### src/rtl/rd_pkg.sv
// rtl/rd_pkg.sv - shared constants, disparity type and popcount sizing for rd_monitor
package rd_pkg;

  // Running disparity encoding on rd_out
  localparam logic RD_NEG = 1'b0;
  localparam logic RD_POS = 1'b1;

  // Wide enough to hold +/-SYM_W for any realistic symbol width
  localparam int DISP_W = 16;
  typedef logic signed [DISP_W-1:0] disp_t;

  // Bits needed to count every one in a symbol without truncation
  function automatic int clog2_ones(input int sym_w);
    return $clog2(sym_w + 1);
  endfunction

endpackage

### src/rtl/rd_lane.sv
// rtl/rd_lane.sv - one lane: popcount, disparity classification, RD register and error flags
module rd_lane
  import rd_pkg::*;
#(
  parameter int   SYM_W   = 10,
  parameter logic INIT_RD = RD_NEG
) (
  input  logic             clk,
  input  logic             reset,
  input  logic             i_start,
  input  logic             i_push,
  input  logic [SYM_W-1:0] i_sym,
  output logic             o_rd,
  output logic             o_err_disp,
  output logic             o_err_rd,
  output logic             o_err_now
);

  localparam int POP_W = clog2_ones(SYM_W);

  if ((SYM_W % 2) != 0 || SYM_W < 4) begin : g_bad_sym_w
    $error("rd_lane: SYM_W must be even and at least 4");
  end

  logic [POP_W-1:0] w_ones;
  disp_t            w_disp;
  logic             w_rd_nxt;
  logic             w_err_disp_nxt;
  logic             w_err_rd_nxt;
  logic             r_rd;
  logic             r_err_disp;
  logic             r_err_rd;

  // Count the ones in the incoming symbol
  always_comb begin
    w_ones = '0;
    for (int b = 0; b < SYM_W; b++) begin
      w_ones = w_ones + POP_W'(i_sym[b]);
    end
  end

  // Disparity = 2*ones - SYM_W; the cast zero-extends the unsigned count first
  assign w_disp = (disp_t'(w_ones) <<< 1) - disp_t'(SYM_W);

  // Classify the symbol against current RD; resync wins over a valid push
  always_comb begin
    w_rd_nxt       = r_rd;
    w_err_disp_nxt = 1'b0;
    w_err_rd_nxt   = 1'b0;
    if (i_start) begin
      w_rd_nxt = INIT_RD;
    end else if (i_push) begin
      if (w_disp == disp_t'(2)) begin
        if (r_rd == RD_POS) w_err_rd_nxt = 1'b1;
        else                w_rd_nxt     = RD_POS;
      end else if (w_disp == -disp_t'(2)) begin
        if (r_rd == RD_NEG) w_err_rd_nxt = 1'b1;
        else                w_rd_nxt     = RD_NEG;
      end else if (w_disp != disp_t'(0)) begin
        w_err_disp_nxt = 1'b1;
        w_rd_nxt       = (w_disp > disp_t'(0)) ? RD_POS : RD_NEG;
      end
    end
  end

  // Register RD and single-cycle error pulses
  always_ff @(posedge clk) begin
    if (!reset) begin
      r_rd       <= INIT_RD;
      r_err_disp <= 1'b0;
      r_err_rd   <= 1'b0;
    end else begin
      r_rd       <= w_rd_nxt;
      r_err_disp <= w_err_disp_nxt;
      r_err_rd   <= w_err_rd_nxt;
    end
  end

  assign o_rd       = r_rd;
  assign o_err_disp = r_err_disp;
  assign o_err_rd   = r_err_rd;
  // Unregistered error flag so the shared counter lands in the same cycle as the pulses
  assign o_err_now  = w_err_disp_nxt | w_err_rd_nxt;

endmodule

### src/rtl/rd_monitor.sv
// rtl/rd_monitor.sv - multi-lane running-disparity monitor with saturating error counter
module rd_monitor
  import rd_pkg::*;
#(
  parameter int   LANES   = 1,
  parameter int   SYM_W   = 10,
  parameter int   CNT_W   = 16,
  parameter logic INIT_RD = RD_NEG
) (
  input  logic                   clk,
  input  logic                   reset,
  input  logic [LANES-1:0]       startin,
  input  logic [LANES*SYM_W-1:0] dataout,
  input  logic [LANES-1:0]       pushout,
  input  logic                   clr_cnt,
  output logic [LANES-1:0]       rd_out,
  output logic [LANES-1:0]       err_disp,
  output logic [LANES-1:0]       err_rd,
  output logic [CNT_W-1:0]       err_cnt
);

  if (LANES < 1 || LANES > 16) begin : g_bad_lanes
    $error("rd_monitor: LANES must be in 1..16");
  end

  localparam int SUM_W = $clog2(LANES + 1);
  localparam int EXT_W = ((CNT_W > SUM_W) ? CNT_W : SUM_W) + 1;
  localparam logic [EXT_W-1:0] CNT_MAX = EXT_W'({CNT_W{1'b1}});

  logic [LANES-1:0] w_err_now;
  logic [SUM_W-1:0] w_err_sum;
  logic [EXT_W-1:0] w_total;
  logic [CNT_W-1:0] r_cnt;

  for (genvar g = 0; g < LANES; g++) begin : g_lane
    rd_lane #(
      .SYM_W   (SYM_W),
      .INIT_RD (INIT_RD)
    ) u_lane (
      .clk        (clk),
      .reset      (reset),
      .i_start    (startin[g]),
      .i_push     (pushout[g]),
      .i_sym      (dataout[g*SYM_W +: SYM_W]),
      .o_rd       (rd_out[g]),
      .o_err_disp (err_disp[g]),
      .o_err_rd   (err_rd[g]),
      .o_err_now  (w_err_now[g])
    );
  end

  // Number of lanes erroring this cycle
  always_comb begin
    w_err_sum = '0;
    for (int l = 0; l < LANES; l++) begin
      w_err_sum = w_err_sum + SUM_W'(w_err_now[l]);
    end
  end

  // One extra bit of headroom so overflow is visible before saturation
  assign w_total = EXT_W'(r_cnt) + EXT_W'(w_err_sum);

  // Saturating error counter; clear drops any errors of the same cycle
  always_ff @(posedge clk) begin
    if (!reset) begin
      r_cnt <= '0;
    end else if (clr_cnt) begin
      r_cnt <= '0;
    end else if (w_total > CNT_MAX) begin
      r_cnt <= CNT_MAX[CNT_W-1:0];
    end else begin
      r_cnt <= w_total[CNT_W-1:0];
    end
  end

  assign err_cnt = r_cnt;

endmodule

### config.mk
export PLATFORM = sky130hd
export DESIGN_NAME = rd_monitor
export DESIGN_NICKNAME = d
export VERILOG_FILES = /design/src/rtl/rd_pkg.sv /design/src/rtl/rd_lane.sv /design/src/rtl/rd_monitor.sv
export SDC_FILE = /design/constraint.sdc
export NUM_CORES = 1
export LEC_CHECK = 0
export CORE_MARGIN = 2
export CORE_UTILIZATION = 40
export CTS_CLUSTER_DIAMETER = 30
export CTS_CLUSTER_SIZE = 10
export DETAILED_ROUTE_END_ITERATION = 10
export DONT_BUFFER_PORTS = 1
export GPL_TIMING_DRIVEN = 1
export PLACE_DENSITY = 0.53
export REMOVE_ABC_BUFFERS = 1
export SYNTH_ARGS = -nofsm -noshare
export SYNTH_HDL_FRONTEND = slang
export SYNTH_SLANG_ARGS = --single-unit
### constraint.sdc
create_clock -name clk -period 6.7 [get_ports clk]
set_input_delay 1.005 -clock clk [delete_from_list [all_inputs] [get_ports clk]]
set_output_delay 1.005 -clock clk [all_outputs]
set_load 0.01 [all_outputs]
Word-level counts from Yosys, hierarchy flattened
Cells that the tools add are included.
Widths: inputs -> output; s select.
{"block": "totals", "inputBits": 15, "register_bits": 19}
{"block": "classes", "order_cmp": 2, "n_mux": 16, "n_eq_ne": 2, "reduce_logical": 5, "add_sub_neg": 11, "bitwise": 2}
{"cell": "$add 4x1->4", "n": 8}
{"cell": "$add 16x1->17", "n": 1}
{"cell": "$gt 17x16->1 const B", "n": 1}
{"cell": "$eq 16x2->1 const B", "n": 1}
{"cell": "$eq 16x3->1 const B", "n": 1}
{"cell": "$gt 16x1->1 const B", "n": 1}
{"cell": "$mux 16", "n": 1}
{"cell": "$reduce_bool 16->1", "n": 1}
{"cell": "$mux 1", "n": 15}
{"cell": "$sub 5x4->6 const B", "n": 1}
{"cell": "$reduce_or 2->1", "n": 2}
{"cell": "$reduce_bool 3->1", "n": 1}
{"cell": "$add 1x1->2", "n": 1}
{"cell": "$reduce_and 2->1", "n": 1}
{"cell": "$not 1->1", "n": 1}
{"cell": "$or 1x1->1", "n": 1}

Depth between registers and ports, before layout
{"block": "logic_depth", "depth_word": 20, "mapped_depth": 19}

Hierarchy
Synthesis repeated with hierarchy kept, for this count alone.
{"block": "hier_totals", "cells_unflattened": 123, "area_unflattened_um2": 1223.7}
{"mod": "rd_monitor", "area_per_inst_um2": 850.8, "n_inst": 1, "cells_each": 83}
{"mod": "rd_lane", "area_per_inst_um2": 372.9, "n_inst": 1, "cells_each": 40}

Worst setup path after synthesis
OpenSTA, ideal clock, no wires.
{"block": "synth_path", "path_type": "input port to flip-flop", "from": "in dataout[0]", "to": "reg r_cnt[2], in the netlist err_cnt[2]", "path_stages": 18, "required_time_ps": 6630, "slack_ps": 1529, "setup_time_ps": 70, "t_arrival_ps": 5100, "path_cell_list": "ha_1 inv_1 fa_1 fa_1 fa_1 inv_1 fa_1 inv_1 fa_1 xor2_1 a21oi_1 ha_1 ha_1 nand2_2 nor3_2 nand3_2 buf_4 a21oi_1"}
{"block": "synth_via", "elab_chain_len": 20, "elab_cells_between_ends": 26, "classes_between": "11 x add/sub; 1 x order compare; 2 x eq/ne; 10 x mux; 1 x bitwise; 1 x reduce/logical"}
{"item": "start, declared", "line_no": "rd_monitor.sv:13", "source": "input logic [LANES*SYM_W-1:0] dataout,"}
{"item": "$add 1x1->2 *", "line_no": "rd_lane.sv:38", "source": "w_ones = w_ones + POP_W'(i_sym[b]);"}
{"item": "$add 4x1->4 * (8 in series)", "line_no": "rd_lane.sv:38"}
{"item": "$sub 5x4->6 *", "line_no": "rd_lane.sv:43", "source": "assign w_disp = (disp_t'(w_ones) <<< 1) - disp_t'(SYM_W);"}
{"item": "$reduce_bool 16->1", "line_no": "rd_lane.sv:59", "source": "end else if (w_disp != disp_t'(0)) begin"}
{"item": "$mux 1", "line_no": "rd_lane.sv:59"}
{"item": "$mux 1", "line_no": "rd_lane.sv:56", "source": "end else if (w_disp == -disp_t'(2)) begin"}
{"item": "$mux 1", "line_no": "rd_lane.sv:53", "source": "if (w_disp == disp_t'(2)) begin"}
{"item": "$mux 1", "line_no": "rd_lane.sv:52", "source": "end else if (i_push) begin"}
{"item": "$mux 1", "line_no": "rd_lane.sv:50", "source": "if (i_start) begin"}
{"item": "$or 1x1->1 *", "line_no": "rd_lane.sv:83", "source": "assign o_err_now = w_err_disp_nxt | w_err_rd_nxt;"}
{"item": "$add 16x1->17 *", "line_no": "rd_monitor.sv:61", "source": "assign w_total = EXT_W'(r_cnt) + EXT_W'(w_err_sum);"}
{"item": "$gt 17x16->1", "line_no": "rd_monitor.sv:69", "source": "end else if (w_total > CNT_MAX) begin"}
{"item": "$mux 16 *", "line_no": "rd_monitor.sv:69"}
{"item": "end signal, assigned", "line_no": "rd_monitor.sv:70", "source": "r_cnt <= CNT_MAX[CNT_W-1:0];"}
{"item": "end signal, assigned", "line_no": "rd_monitor.sv:72", "source": "r_cnt <= w_total[CNT_W-1:0];"}
{"item": "end, declared", "line_no": "rd_monitor.sv:33", "source": "logic [CNT_W-1:0] r_cnt;"}
Mark *: on every way between the ends. The rest lies on a longest branch, timed or not.
A chain may end at the register's enable or synchronous reset.

Worst setup path in the final report
{"block": "layout_path", "from": "in dataout[0]", "to": "reg r_cnt[0], in the netlist err_cnt[0]"}
Same word-level chain as after synthesis.

==> summary.txt <==
Floorplanning
  – DIE AREA: 3450 um2
  – Die W: 58.7 um
  – Io pins: 34
  – Core area: 2810 um2
  – Starting Density: 0.427
  – Row count: 19
  – Die Ht: 58.7 um

Run status
  – Run status: finished, violations left
  – Failing checks: design-rule violations

Clock tree
  – CTS max path bufs: 2
  – Post-CTS setup buffers: 0
  – CTS tree: done
  – Clock Pin Slew Worst Setup and Hold Paths: 0.11 ns
  – CTS Sinks: 19
  – Root buf cell: clkbuf_4
  – Post-CTS sizing: 0
  – Num CTS Buffers: 3
  – Post-CTS Hold Fix Bufs: 0
  – Clk Latency, worst-skew pair: 0.29 ns
  – CTS HTree Levels: 1

Logic synthesis
  – Synthesized cell area: 1200 um2
  – Top post-synthesis cells by area: dfxtp_1, fa_1, ha_1
  – Asr flop ratio synth: 0
  – Synthesized flop and latch total: 19
  – Synth area leader: dfxtp_1
  – Syn_area_per_cell: 9.07 um2
  – Post-synth EDFFs: 0
  – Sequential share of the synthesized area: 0.318
  – Ys flop type: dfxtp_1
  – Post-Syn Instances: 132
  – Yosys top cell area share: 0.318
  – Post-synth cell types: 33
  – Synth top cells by count: dfxtp_1, inv_1, a21oi_1
  – YS warnings: 0

Timing
  – Period utilization: 0.780
  – Worst Tran Pin Value: 0.643 ns
  – Min cycle time layout: 5.23 ns
  – Final Hold Viols: 0
  – Fmax: 191 MHz
  – Setup TNS: 0 ns
  – Endpoints failing setup: 0
  – Pins Over Slew Limit: 0
  – Max_slew headroom: 0.571
  – RSZ-0062 raised after global routing: false
  – Clock Skews: 0.0109 ns

Pwr
  – Combinational Power Share: 0.329
  – Power per cell area: 209 nW/um2
  – Peak VDD IR: 0.104 mV
  – Clk pwr share: 0.215
  – Total power: 261 uW
  – Static leakage: 0.495 nW
  – Switching Fraction: 0.320
  – Switch Pwr: 83.4 uW
  – Internal power: 177 uW
  – Seq pwr share: 0.456

Layout
  – Core Util, Final: 0.445
  – Fraction of layout cells with a size suffix above 1: 0.0902
  – Diode count: 0
  – Nets@finish: 162
  – Post-route insts no fill: 164
  – Layout area overhead: 4.28%

Critical path
  – Startpoint Class: primary input
  – Max incr delay on CP: 0.49 ns
  – Kind of critical path: primary input to flip-flop
  – Crit end category: flip-flop
  – R2r worst-path depth: 9
  – Crit Reg-Reg Endpoint: err_cnt[0]
  – Cells along the critical path: ha_1, inv_1, fa_1, fa_1, fa_1, inv_1, fa_1, inv_1, fa_1, xor2_1, a21oi_1, ha_1, ha_1, nand2_2, nor3_2, nand3_2, a21oi_1
  – Crit. Startpoint: dataout[0]
  – Worst Path Required: 6.91 ns
  – Arrival time at the worst endpoint: 5.44 ns
  – Crit-path slowest cell: fa_1
  – Flop2flop setup slack: 4.39 ns
  – Critical Path Fanout Max: 13
  – RR Startpoint: g_lane[0].u_lane.o_rd
  – Most used cell, CP: fa_1

Worst hold path
  – Worst Hold Class: flip-flop to flip-flop
  – Hold path start: err_cnt[12]
  – WHS Endpoint: err_cnt[12]
  – WHS Path Cells: 2

Place
  – Placed cell count: 160
  – DPL Wire Length: 1660 um
  – PortBufs: 0
  – Final Wtd Congestion: 0.757

Drt
  – Residual DRC count: 2
  – DR iter-0 viols: 48
  – DR vias/cell: 5.32
  – Via count: 873
  – Drt pass-1 iters: 7
  – Post-DRT Antenna Nets: 0
  – Drt total wl: 2100 um
  – WL per Instance: 12.8 um

Global route
  – Vias in the first global route: 865
  – GRT Total Usage: 0.140
  – Grt total ovfl: 0
  – Largest net degree at the start of global routing: 17
  – Initial antenna violation count: 0
  – First-pass GRT wire length: 3650 um

Run
  – Max-cap viol count: 0
metrics by stage:
step	area, um2	hold slack [ns]	setup slack (ns)
after floorplan	1180	0.521	1.53
after global placement	1220	0.548	1.26
after detailed placement	1220	0.556	1.14
after CTS	1250	0.577	1.45
after global routing	1250	0.608	1.17
final	1250	0.566	1.47
worst max-delay path: cells and delay by family:
kind | cells | cell delay [ns]
buffers and inverters | 3 | 0.18
XOR/XNOR | 1 | 0.20
AO/OA/AOI/OAI | 2 | 0.40
adder cells (fa/ha/maj) | 8 | 2.98
AND/OR/NAND/NOR | 3 | 0.68
cell families (layout without fill, tap and decap cells):
| group | after synthesis | count (layout) | synth area share |
|---|---|---|---|
| fa+ha+maj | 13 | 13 | 0.173 |
| xor+xnor | 14 | 14 | 0.102 |
| flops | 19 | 19 | 0.318 |
| simple gates | 40 | 40 | 0.217 |
| compound gates | 24 | 24 | 0.117 |
| buf+inv | 22 | 23 | 0.0721 |
layout by cell type (no fill, tap or decap), drive strengths merged, types with 2 or more instances in the layout:
| master | n |
|---|---|
| xor2 | 4 |
| fa | 6 |
| a21oi | 17 |
| nand4 | 4 |
| xnor2 | 10 |
| nand2 | 4 |
| and3 | 2 |
| nor4 | 2 |
| a31oi | 2 |
| nor2 | 8 |
| ha | 7 |
| nand3 | 5 |
| inv | 19 |
| dfxtp | 19 |
| nor3 | 6 |
| nand2b | 3 |
| a211oi | 2 |
| a21o | 2 |
| clkbuf | 3 |
worst max path at each step:
stage | endpoint
after floorplan | err_cnt[0]
after global routing | err_cnt[3]
after global placement | err_cnt[1]
after detailed placement | err_cnt[2]
final | err_cnt[0]
after CTS | err_cnt[0]
state kept, by name (all words and copies together) (netlist names):
signal,count
g_lane.u_lane.o_rd,1
g_lane.u_lane.o_err_rd,1
err_cnt,16
g_lane.u_lane.o_err_disp,1
per-layer routing:
layer | global-route usage | part of all wire
met4 | 0.0390 | 0.0076
met2 | 0.223 | 0.45
met3 | 0.0659 | 0.080
met5 | 0 | 0
met1 | 0.169 | 0.46
final cells by class:
| class | instances | area, um2 |
|---|---|---|
| Sequential cell | 19 | 380 |
| Inverter | 19 | 71.3 |
| Clock buffer | 3 | 22.5 |
| Tap cell | 31 | 38.8 |
| Fill cell | 295 | 1560 |
| Multi-Input combinational cell | 91 | 731 |
| Clock inverter | 1 | 5.00 |
power by group through the flow:
stage          registers (mW)  clock network (mW)  logic [mW]
3_3_place_gp            0.122                   0      0.0857
5_1_grt                 0.119              0.0647       0.101
3_5_place_dp            0.121                   0      0.0858
6_report                0.119              0.0562      0.0858
4_1_cts                 0.119              0.0592      0.0865
2_1_floorplan           0.121                   0      0.0730
No activity file was read; power rests on OpenSTA's default activity.
